==> config.mk <==
export PLATFORM = sky130hd
export DESIGN_NAME = multi_motor_ramp_ctrl
export DESIGN_NICKNAME = d
export VERILOG_FILES = /design/src/rtl/multi_motor_ramp_ctrl.sv
export SDC_FILE = /design/constraint.sdc
export NUM_CORES = 1
export LEC_CHECK = 0
export ABC_AREA = 1
export CAP_MARGIN = 10
export CORE_MARGIN = 3
export CORE_UTILIZATION = 50
export CTS_BUF_LIST = sky130_fd_sc_hd__clkbuf_4 sky130_fd_sc_hd__clkbuf_8
export DETAILED_ROUTE_END_ITERATION = 10
export GPL_ROUTABILITY_DRIVEN = 1
export GPL_TIMING_DRIVEN = 0
export PLACE_DENSITY = 0.64
export SETUP_SLACK_MARGIN = 0.4
export SYNTH_ARGS = -nofsm -noshare
export SYNTH_HDL_FRONTEND = slang
export SYNTH_SLANG_ARGS = --single-unit
==> constraint.sdc <==
create_clock -name clk -period 4.4 [get_ports clk]
set_input_delay 0.44 -clock clk [delete_from_list [all_inputs] [get_ports clk]]
set_output_delay 0.44 -clock clk [all_outputs]
set_load 0.05 [all_outputs]
==> src/rtl/multi_motor_ramp_ctrl.sv <==
// rtl/multi_motor_ramp_ctrl.sv - N-channel ramped H-bridge driver with dead-timed reversal and e-stop
//
// Ports:
//   clk, rst            clock, asynchronous active-high reset
//   duty_sp             packed per-channel duty setpoints, channel k at [k*DUTY_W +: DUTY_W]
//   dir_req             requested direction per channel (1 = forward)
//   est_in              asynchronous emergency stop (reed switch), active-high
//   clear_fault         level-sensitive fault clear
//   motor_in3/in4/enb   registered H-bridge controls per channel
//   fault               emergency stop latched
//   ch_busy             channel ramping or in dead time

module multi_motor_ramp_ctrl #(
  parameter int NUM_CH      = 2,
  parameter int PWM_PERIOD  = 5000,
  parameter int DUTY_W      = 13,
  parameter int RAMP_CYCLES = 50000,
  parameter int RAMP_STEP   = 100,
  parameter int DEAD_CYCLES = 1000
) (
  input  logic                     clk,
  input  logic                     rst,
  input  logic [NUM_CH*DUTY_W-1:0] duty_sp,
  input  logic [NUM_CH-1:0]        dir_req,
  input  logic                     est_in,
  input  logic                     clear_fault,
  output logic [NUM_CH-1:0]        motor_in3,
  output logic [NUM_CH-1:0]        motor_in4,
  output logic [NUM_CH-1:0]        motor_enb,
  output logic                     fault,
  output logic [NUM_CH-1:0]        ch_busy
);

  localparam int RAMP_W = $clog2(RAMP_CYCLES + 1);
  localparam int DEAD_W = $clog2(DEAD_CYCLES + 1);

  localparam logic [DUTY_W-1:0] PERIOD_D    = DUTY_W'(PWM_PERIOD);
  localparam logic [DUTY_W-1:0] PERIOD_LAST = DUTY_W'(PWM_PERIOD - 1);
  localparam logic [DUTY_W-1:0] STEP_D      = DUTY_W'(RAMP_STEP);
  localparam logic [DUTY_W-1:0] DUTY_ONE    = DUTY_W'(1);
  localparam logic [RAMP_W-1:0] RAMP_LAST   = RAMP_W'(RAMP_CYCLES - 1);
  localparam logic [RAMP_W-1:0] RAMP_ONE    = RAMP_W'(1);
  localparam logic [DEAD_W-1:0] DEAD_LOAD   = DEAD_W'(DEAD_CYCLES);
  localparam logic [DEAD_W-1:0] DEAD_ONE    = DEAD_W'(1);

  typedef enum logic {
    ST_DRIVE = 1'b0,
    ST_DEAD  = 1'b1
  } ch_state_t;

  logic              est_meta, est_s;
  logic              fault_d;
  logic [DUTY_W-1:0] pwm_cnt;
  logic [RAMP_W-1:0] ramp_cnt;
  logic              tick;

  ch_state_t         state_q    [NUM_CH];
  ch_state_t         state_d    [NUM_CH];
  logic [DUTY_W-1:0] duty_cur_q [NUM_CH];
  logic [DUTY_W-1:0] duty_cur_d [NUM_CH];
  logic [DUTY_W-1:0] duty_app_q [NUM_CH];
  logic [DUTY_W-1:0] duty_app_d [NUM_CH];
  logic [DEAD_W-1:0] dead_q     [NUM_CH];
  logic [DEAD_W-1:0] dead_d     [NUM_CH];
  logic [DUTY_W-1:0] sp_k       [NUM_CH];
  logic [DUTY_W-1:0] tgt_k      [NUM_CH];
  logic [NUM_CH-1:0] dir_cur_q, dir_cur_d;
  logic [NUM_CH-1:0] in3_d, in4_d, enb_d, busy_d;

  assign tick = (ramp_cnt == RAMP_LAST);

  // Clamped setpoint; a pending reversal forces the target to zero so the
  // channel ramps down before the bridge is allowed to switch.
  always_comb begin
    for (int k = 0; k < NUM_CH; k++) begin
      sp_k[k] = duty_sp[k*DUTY_W +: DUTY_W];
      if (sp_k[k] > PERIOD_D) sp_k[k] = PERIOD_D;
      tgt_k[k] = (dir_req[k] != dir_cur_q[k]) ? '0 : sp_k[k];
    end
  end

  always_comb begin
    fault_d   = fault;
    dir_cur_d = dir_cur_q;
    in3_d     = '0;
    in4_d     = '0;
    enb_d     = '0;
    busy_d    = '0;
    if (est_s)            fault_d = 1'b1;
    else if (clear_fault) fault_d = 1'b0;

    for (int k = 0; k < NUM_CH; k++) begin
      state_d[k]    = state_q[k];
      duty_cur_d[k] = duty_cur_q[k];
      duty_app_d[k] = duty_app_q[k];
      dead_d[k]     = dead_q[k];

      busy_d[k] = (state_q[k] == ST_DEAD) || (duty_cur_q[k] != tgt_k[k]) ||
                  (duty_app_q[k] != duty_cur_q[k]);

      // est_s gating makes the outputs drop on the same edge that latches fault.
      if ((state_q[k] == ST_DRIVE) && !est_s && !fault) begin
        enb_d[k] = (pwm_cnt < duty_app_q[k]);
        in3_d[k] = (duty_app_q[k] != '0) && dir_cur_q[k];
        in4_d[k] = (duty_app_q[k] != '0) && !dir_cur_q[k];
      end

      if (est_s || fault) begin
        // Immediate stop: no wait for the PWM period boundary, direction held.
        duty_cur_d[k] = '0;
        duty_app_d[k] = '0;
        state_d[k]    = ST_DRIVE;
        dead_d[k]     = '0;
      end else begin
        case (state_q[k])
          ST_DRIVE: begin
            if (tick) begin
              if (duty_cur_q[k] > tgt_k[k])
                duty_cur_d[k] = ((duty_cur_q[k] - tgt_k[k]) > STEP_D) ?
                                duty_cur_q[k] - STEP_D : tgt_k[k];
              else if (duty_cur_q[k] < tgt_k[k])
                duty_cur_d[k] = ((tgt_k[k] - duty_cur_q[k]) > STEP_D) ?
                                duty_cur_q[k] + STEP_D : tgt_k[k];
            end
            // Applied duty only changes at the end of a PWM period.
            if (pwm_cnt == PERIOD_LAST) duty_app_d[k] = duty_cur_q[k];
            if ((dir_req[k] != dir_cur_q[k]) && (duty_app_q[k] == '0) &&
                (duty_cur_q[k] == '0)) begin
              state_d[k] = ST_DEAD;
              dead_d[k]  = DEAD_LOAD;
            end
          end
          ST_DEAD: begin
            // The direction is sampled only as dead time expires, so a
            // request that toggles back mid-dead-time is simply honoured then.
            if (dead_q[k] <= DEAD_ONE) begin
              dead_d[k]    = '0;
              dir_cur_d[k] = dir_req[k];
              state_d[k]   = ST_DRIVE;
            end else begin
              dead_d[k] = dead_q[k] - DEAD_ONE;
            end
          end
          default: state_d[k] = ST_DRIVE;
        endcase
      end
    end
  end

  always_ff @(posedge clk or posedge rst) begin
    if (rst) begin
      est_meta  <= 1'b0;
      est_s     <= 1'b0;
      fault     <= 1'b0;
      pwm_cnt   <= '0;
      ramp_cnt  <= '0;
      dir_cur_q <= '0;
      motor_in3 <= '0;
      motor_in4 <= '0;
      motor_enb <= '0;
      ch_busy   <= '0;
      for (int k = 0; k < NUM_CH; k++) begin
        state_q[k]    <= ST_DRIVE;
        duty_cur_q[k] <= '0;
        duty_app_q[k] <= '0;
        dead_q[k]     <= '0;
      end
    end else begin
      est_meta  <= est_in;
      est_s     <= est_meta;
      fault     <= fault_d;
      pwm_cnt   <= (pwm_cnt == PERIOD_LAST) ? '0 : pwm_cnt + DUTY_ONE;
      ramp_cnt  <= tick ? '0 : ramp_cnt + RAMP_ONE;
      dir_cur_q <= dir_cur_d;
      motor_in3 <= in3_d;
      motor_in4 <= in4_d;
      motor_enb <= enb_d;
      ch_busy   <= busy_d;
      for (int k = 0; k < NUM_CH; k++) begin
        state_q[k]    <= state_d[k];
        duty_cur_q[k] <= duty_cur_d[k];
        duty_app_q[k] <= duty_app_d[k];
        dead_q[k]     <= dead_d[k];
      end
    end
  end

endmodule

# [Word-level counts from Yosys, hierarchy flattened]
# Cells that the tools add are included.
[op_classes] add_sub_neg=12 order_cmp=14 n_eq_ne=12 muxes=50 n_bitwise=3 reduce_logical=38
[ops] operator="13-bit 2-to-1 mux" count=25
[ops] operator="10-bit 2-to-1 mux" count=6
[ops] operator="13-bit by 7-bit > comparator with 1-bit output (second input constant)" count=4
[ops] operator="13-bit logical NOT" count=4
[ops] operator="13-bit less-than comparator" count=4
[ops] operator="13-bit != test" count=4
[ops] operator="13-bit subtractor" count=4
[ops] operator="10-bit case mux with 2 select lines" count=2
[ops] operator="13-bit by 7-bit adder with 13-bit output (second input constant)" count=2
[ops] operator="13-bit > comparator" count=2
[ops] operator="13-bit > comparator (second input constant)" count=2
[ops] operator="13-bit nonzero test" count=2
[ops] operator="13-bit by 7-bit subtractor with 13-bit output (second input constant)" count=2
[ops] operator="10-bit by 1-bit <= comparator with 1-bit output (second input constant)" count=2
[ops] operator="10-bit by 1-bit subtractor with 10-bit output (second input constant)" count=2
[ops] operator="16-bit by 1-bit adder with 16-bit output (second input constant)" count=1
[ops] operator="16-bit equality test (second input constant)" count=1
[ops] operator="16-bit 2-to-1 mux" count=1
[ops] operator="1-bit 2-to-1 mux" count=14
[ops] operator="13-bit by 1-bit adder with 13-bit output (second input constant)" count=1
[ops] operator="13-bit equality test (second input constant)" count=1
[ops] operator="1-bit logical AND" count=12
[ops] operator="3-bit AND reduction" count=4
[ops] operator="2-bit nonzero test" count=3
[ops] operator="10 further kinds" count=24
[word_totals] register_bits=116 out_inout_bits=9 elab_cells=148

# [Depth between registers and ports, before layout]
[depth] depth_word=11 ltp_mapped=30 depth_no_buf=29

# [Least setup slack after synthesis]
# No wires, ideal clock.
[synth_timing] kind="input-to-reg" from="input duty_sp[6]" to="register duty_cur_q[19] (netlist bit)" arrival_time_ns=3.262 t_required_ns=4.284 slack_ns=1.022 stages=27 n_path_buf=2 cell_sequence="nor2_1 -> nor2_1 -> a21oi_2 -> nand2_1 -> nand2_2 -> buf_6 -> nand3_1 -> inv_1 -> ha_1 -> inv_1 -> fa_1 -> nand3_1 -> nand2_1 -> nand2_1 -> nand2_1 -> a21boi_1 -> or2_2 -> nand4_1 -> nor3_2 -> nand2_2 -> buf_6 -> nand3_1 -> nand2_1 -> o21ai_0 -> inv_1 -> nand2_1 -> nand2_1"
[synth_between] elab_chain_cells=11 word_cells_on_any_way=18
[synth_rtl] element="from (decl)" line="23" text="input logic [NUM_CH*DUTY_W-1:0] duty_sp,"
[synth_rtl] element="13-bit > comparator" line="77" text="if (sp_k[k] > PERIOD_D) sp_k[k] = PERIOD_D;"
[synth_rtl] element="13-bit 2-to-1 mux (*)" line="77"
[synth_rtl] element="13-bit 2-to-1 mux (*)" line="78" text="tgt_k[k] = (dir_req[k] != dir_cur_q[k]) ? '0 : sp_k[k];"
[synth_rtl] element="13-bit subtractor" line="122" text="duty_cur_d[k] = ((tgt_k[k] - duty_cur_q[k]) > STEP_D) ?"
[synth_rtl] element="13-bit by 7-bit > comparator with 1-bit output" line="122"
[synth_rtl] element="13-bit 2-to-1 mux" line="122"
[synth_rtl] element="13-bit 2-to-1 mux" line="121" text="else if (duty_cur_q[k] < tgt_k[k])"
[synth_rtl] element="13-bit 2-to-1 mux" line="118" text="if (duty_cur_q[k] > tgt_k[k])"
[synth_rtl] element="13-bit 2-to-1 mux" line="117" text="if (tick) begin"
[synth_rtl] element="13-bit 2-to-1 mux" line="115" text="case (state_q[k])"
[synth_rtl] element="13-bit 2-to-1 mux" line="108" text="if (est_s || fault) begin"
[synth_rtl] element="to (signal, indexed assignment)" line="181" text="duty_cur_q[k] <= duty_cur_d[k];"
[synth_rtl] element="to (decl)" line="59" text="logic [DUTY_W-1:0] duty_cur_q [NUM_CH];"
# Mark *: on every way between the ends. The rest lies on a longest branch, timed or not. The select of a mux whose other input is x is not followed.
# A chain may end at the register's enable or synchronous reset.

# [Worst setup path after layout]
[layout_timing] from="input duty_sp[24]" to="register duty_cur_q[10] (netlist bit)"
# Same word-level chain as after synthesis.

==> key figures <==
Synthesis
  – Post-Synth Adder-Cell Area: 9.57%
  – Avg Cell Area, Syn: 6.66 um2
  – Async SR Flop Fraction: 100%
  – Largest family of logic cells by synthesized area: simple AND/OR/NAND/NOR gates
  – Synthesized cell area: 10900 um2
  – Complex-gate fraction of the synthesized area: 12.9%
  – Synth top cells by count: nand2_1, inv_1, nor2_1
  – Mux share of post-synthesis cell area: 0%
  – Yosys reg bits: 116
  – Cells after Synth: 1634
  – Post-Synth XOR/XNOR Area: 5.45%
  – Area leader, netlist: dfrtp_1
  – Post-synth EDFFs: 0
  – Synth top area cells: dfrtp_1, nand2_1, inv_1
  – Most frequent cell after synthesis: nand2_1
  – Share of the synthesized area in the top cell type: 26.7%
  – Main synth FF type: dfrtp_1
  – Simple-gate share of the synthesized area: 33.0%
  – Synth warn: 0
  – Syn Nets: 1748
  – Post-synthesis sequential area ratio: 26.7%
  – Netlist cell types: 50

STA
  – Final Max Tran Viols: 0
  – Worst hold margin: 0.311 ns
  – Min cycle time layout: 3.87 ns
  – Unrepaired setup endpoints after global routing: false
  – Post-route setup TNS: 0 ns
  – Clock skew: 0.0181 ns
  – Achievable Freq: 258 MHz
  – Final period utilization: 88.0%
  – Final Setup Violations: 0
  – Final hold vios: 0
  – Worst Tran Pin Value: 0.792 ns
  – Headroom to the max-slew limit: 47.0%

Routing
  – Routed WL per cell: 16.1 um
  – Antenna-violating nets left: 0
  – Post-DR vias/cell: 5.50
  – Total Routed Length: 32600 um
  – Initial drt markers: 882
  – Post-route DRC: 0
  – First-pass detailed-route iteration total: 5
  – Vias after detailed routing: 11100

GRT
  – Largest net degree at the start of global routing: 94
  – Global route total overflow: 0
  – Number of global-route vias before repair: 10200
  – Total track usage: 26.4%
  – First-pass GRT wire length: 51400 um
  – Initial antenna violation count: 0

Layout
  – Fill cells: 2060
  – Area grow syn2layout: 16.8%
  – Share of cells above drive strength 1: 13.4%
  – Fin util: 59.9%
  – Antenna diode count: 0
  – Nets: 1846
  – Final non-filler cell total: 2020

Clock tree
  – Worst-path clk slew: 0.09 ns
  – CTS H-Tree Depth: 4
  – TritonCTS clock tree: built
  – Clock insertion delay at the later pin of the skew report: 0.45 ns
  – CTS Buf Count: 17
  – Max clock buf depth: 2
  – Root buffer cell: clkbuf_8
  – Clk sinks: 116

Floorplanning
  – I/O Pins: 41
  – Area of the core: 21200 um2
  – Chip height: 154 um
  – Row Count: 53
  – Die ar.: 23600 um2
  – Die Wd: 154 um
  – Initial Utilization: 51.3%

Status
  – Status: finished clean

Placement
  – Inst Count DP: 1950
  – Final HPWL from detailed placement: 24600 um
  – Routability cong.: 0.958
  – Port-buffer cells: 40

Setup path
  – Crit Path Category: primary input to flop
  – Reg2reg path depth: 25
  – Crit-path max FO: 8
  – Crit path from: duty_sp[24]
  – CP Data Arrival Time: 4.22 ns
  – R2r endpoint: duty_cur_q[23]$_DFFE_PP0P_
  – Critical Path Start Type: primary input
  – Critical Path End Type: flop
  – CP Data Required Time: 4.75 ns
  – Reg-to-reg critical path startpoint: dir_cur_q[0]$_DFFE_PP0P_
  – R2r setup slk: 0.67 ns

Power
  – Peak VDD IR: 0.309 mV
  – P_leak: 6.90 nW
  – Pwr dens: 738 nW/um2

Flow run
  – Max-Cap Viols: 0

Min path
  – Worst min-delay path class: primary input to asynchronous set/reset pin
==> worst max path at each step <==
stage	to	slack [ns]	cells past startpoint
2_1_floorplan	ch_busy[0]$_DFF_PP0_	0.89	1
4_1_cts	duty_cur_q[1]$_DFFE_PP0P_	0.41	27
5_1_grt	duty_cur_q[0]$_DFFE_PP0P_	0.37	28
3_5_place_dp	duty_cur_q[15]$_DFFE_PP0P_	-0.65	22
6_report	duty_cur_q[10]$_DFFE_PP0P_	0.53	27
3_3_place_gp	duty_cur_q[24]$_DFFE_PP0P_	-1.10	2
==> cell families (layout without fill, tap and decap cells) <==
group                      Yosys count  count (layout)
and+or+nand+nor                    810             810
buffers and inverters              327             438
AOI/OAI and AO/OA                  233             233
DFF                                116             116
adders and majority gates           82              82
xor gates and xnor gates            66              66
==> cell type report <==
cell class / count / area [um2] / share of cell area, %
inverter: 285 / 1080 / 8.54
sequential: 116 / 2900 / 22.8
multi-input combinational: 1191 / 6950 / 54.7
clock buffer: 17 / 234 / 1.84
clock inverter: 15 / 144 / 1.13
timing repair buffer: 79 / 754 / 5.94
buffer: 42 / 292 / 2.29
tap: 275 / 344 / 2.71
==> placed cells by master (no fill, tap or decap), types with 22 or more instances in the layout <==
| cell | count |
|---|---|
| a21oi_1 | 68 |
| buf_4 | 39 |
| clkdlybuf4s50_1 | 22 |
| dfrtp_1 | 116 |
| ha_1 | 71 |
| inv_1 | 259 |
| nand2_1 | 370 |
| nand2_2 | 24 |
| nand3_1 | 131 |
| nand4_1 | 44 |
| nor2_1 | 152 |
| o21ai_0 | 36 |
| o22ai_1 | 42 |
| xor2_1 | 55 |
==> what timing repair did <==
| item | CTS | global route |
|---|---|---|
| resized for setup | 20 | 100 |
| buffers inserted | 0 | 36 |
| gates cloned | 0 | 2 |
| pin swaps | 0 | 42 |
| hold buffers | 0 | 0 |
| endpoints found under the setup margin | 27 | 26 |
==> per-stage QoR <==
step,setup WS (ns),cell area [um2],power [mW]
after floorplan,0.888,10900,6.27
after global placement,-1.10,11600,7.65
after detailed placement,-0.647,11700,7.70
after CTS,0.406,12100,8.80
after global routing,0.370,12700,10.2
final,0.528,12700,9.38
==> state kept, by name, summed over array words and instances, names as in the netlist <==
signal	flops
duty_cur_q	26
duty_app_q	26
fault	1
pwm_cnt	13
ch_busy	2
motor_enb	2
est_meta	1
motor_in4	2
motor_in3	2
state_q	2
ramp_cnt	16
dead_q	20
dir_cur_q	2
est_s	1
==> metal layers <==
layer  share of wire, %  global-route usage, %  wire length (um)  vias up
met5                  0                      0                 0        -
met1                 48                   39.2             15600     5194
met2                 45                   41.2             14700      343
met3                5.9                   4.05              1910       45
li1                   -                      -                 -     5537
met4                1.4                   5.17               449        0
==> power breakdown <==
group,internal (mW),switching [mW],leakage (nW)
Sequential,1.22,0.219,1.56
Clock,0.459,0.541,0.186
Combinational,2.47,4.47,5.15
==> critical path, stage by stage <==
cell	delay, ns
clkdlybuf4s50_1	0.53
inv_1	0.08
nand2_1	0.08
nor2_1	0.05
nand3_1	0.07
nand2_1	0.07
nand2_2	0.13
buf_6	0.15
clkinvlp_4	0.16
nor3_4	0.27
ha_1	0.18
buf_6	0.13
nand2_1	0.08
inv_2	0.09
nand2_2	0.07
nor3_4	0.18
nand2_1	0.10
nand4_1	0.17
a21oi_1	0.10
o21bai_1	0.24
nand2_2	0.20
inv_2	0.18
o21ai_0	0.13
o21ai_0	0.16
inv_1	0.06
nand2_1	0.06
nand2_1	0.05
Power figures use the tool's default switching activity.
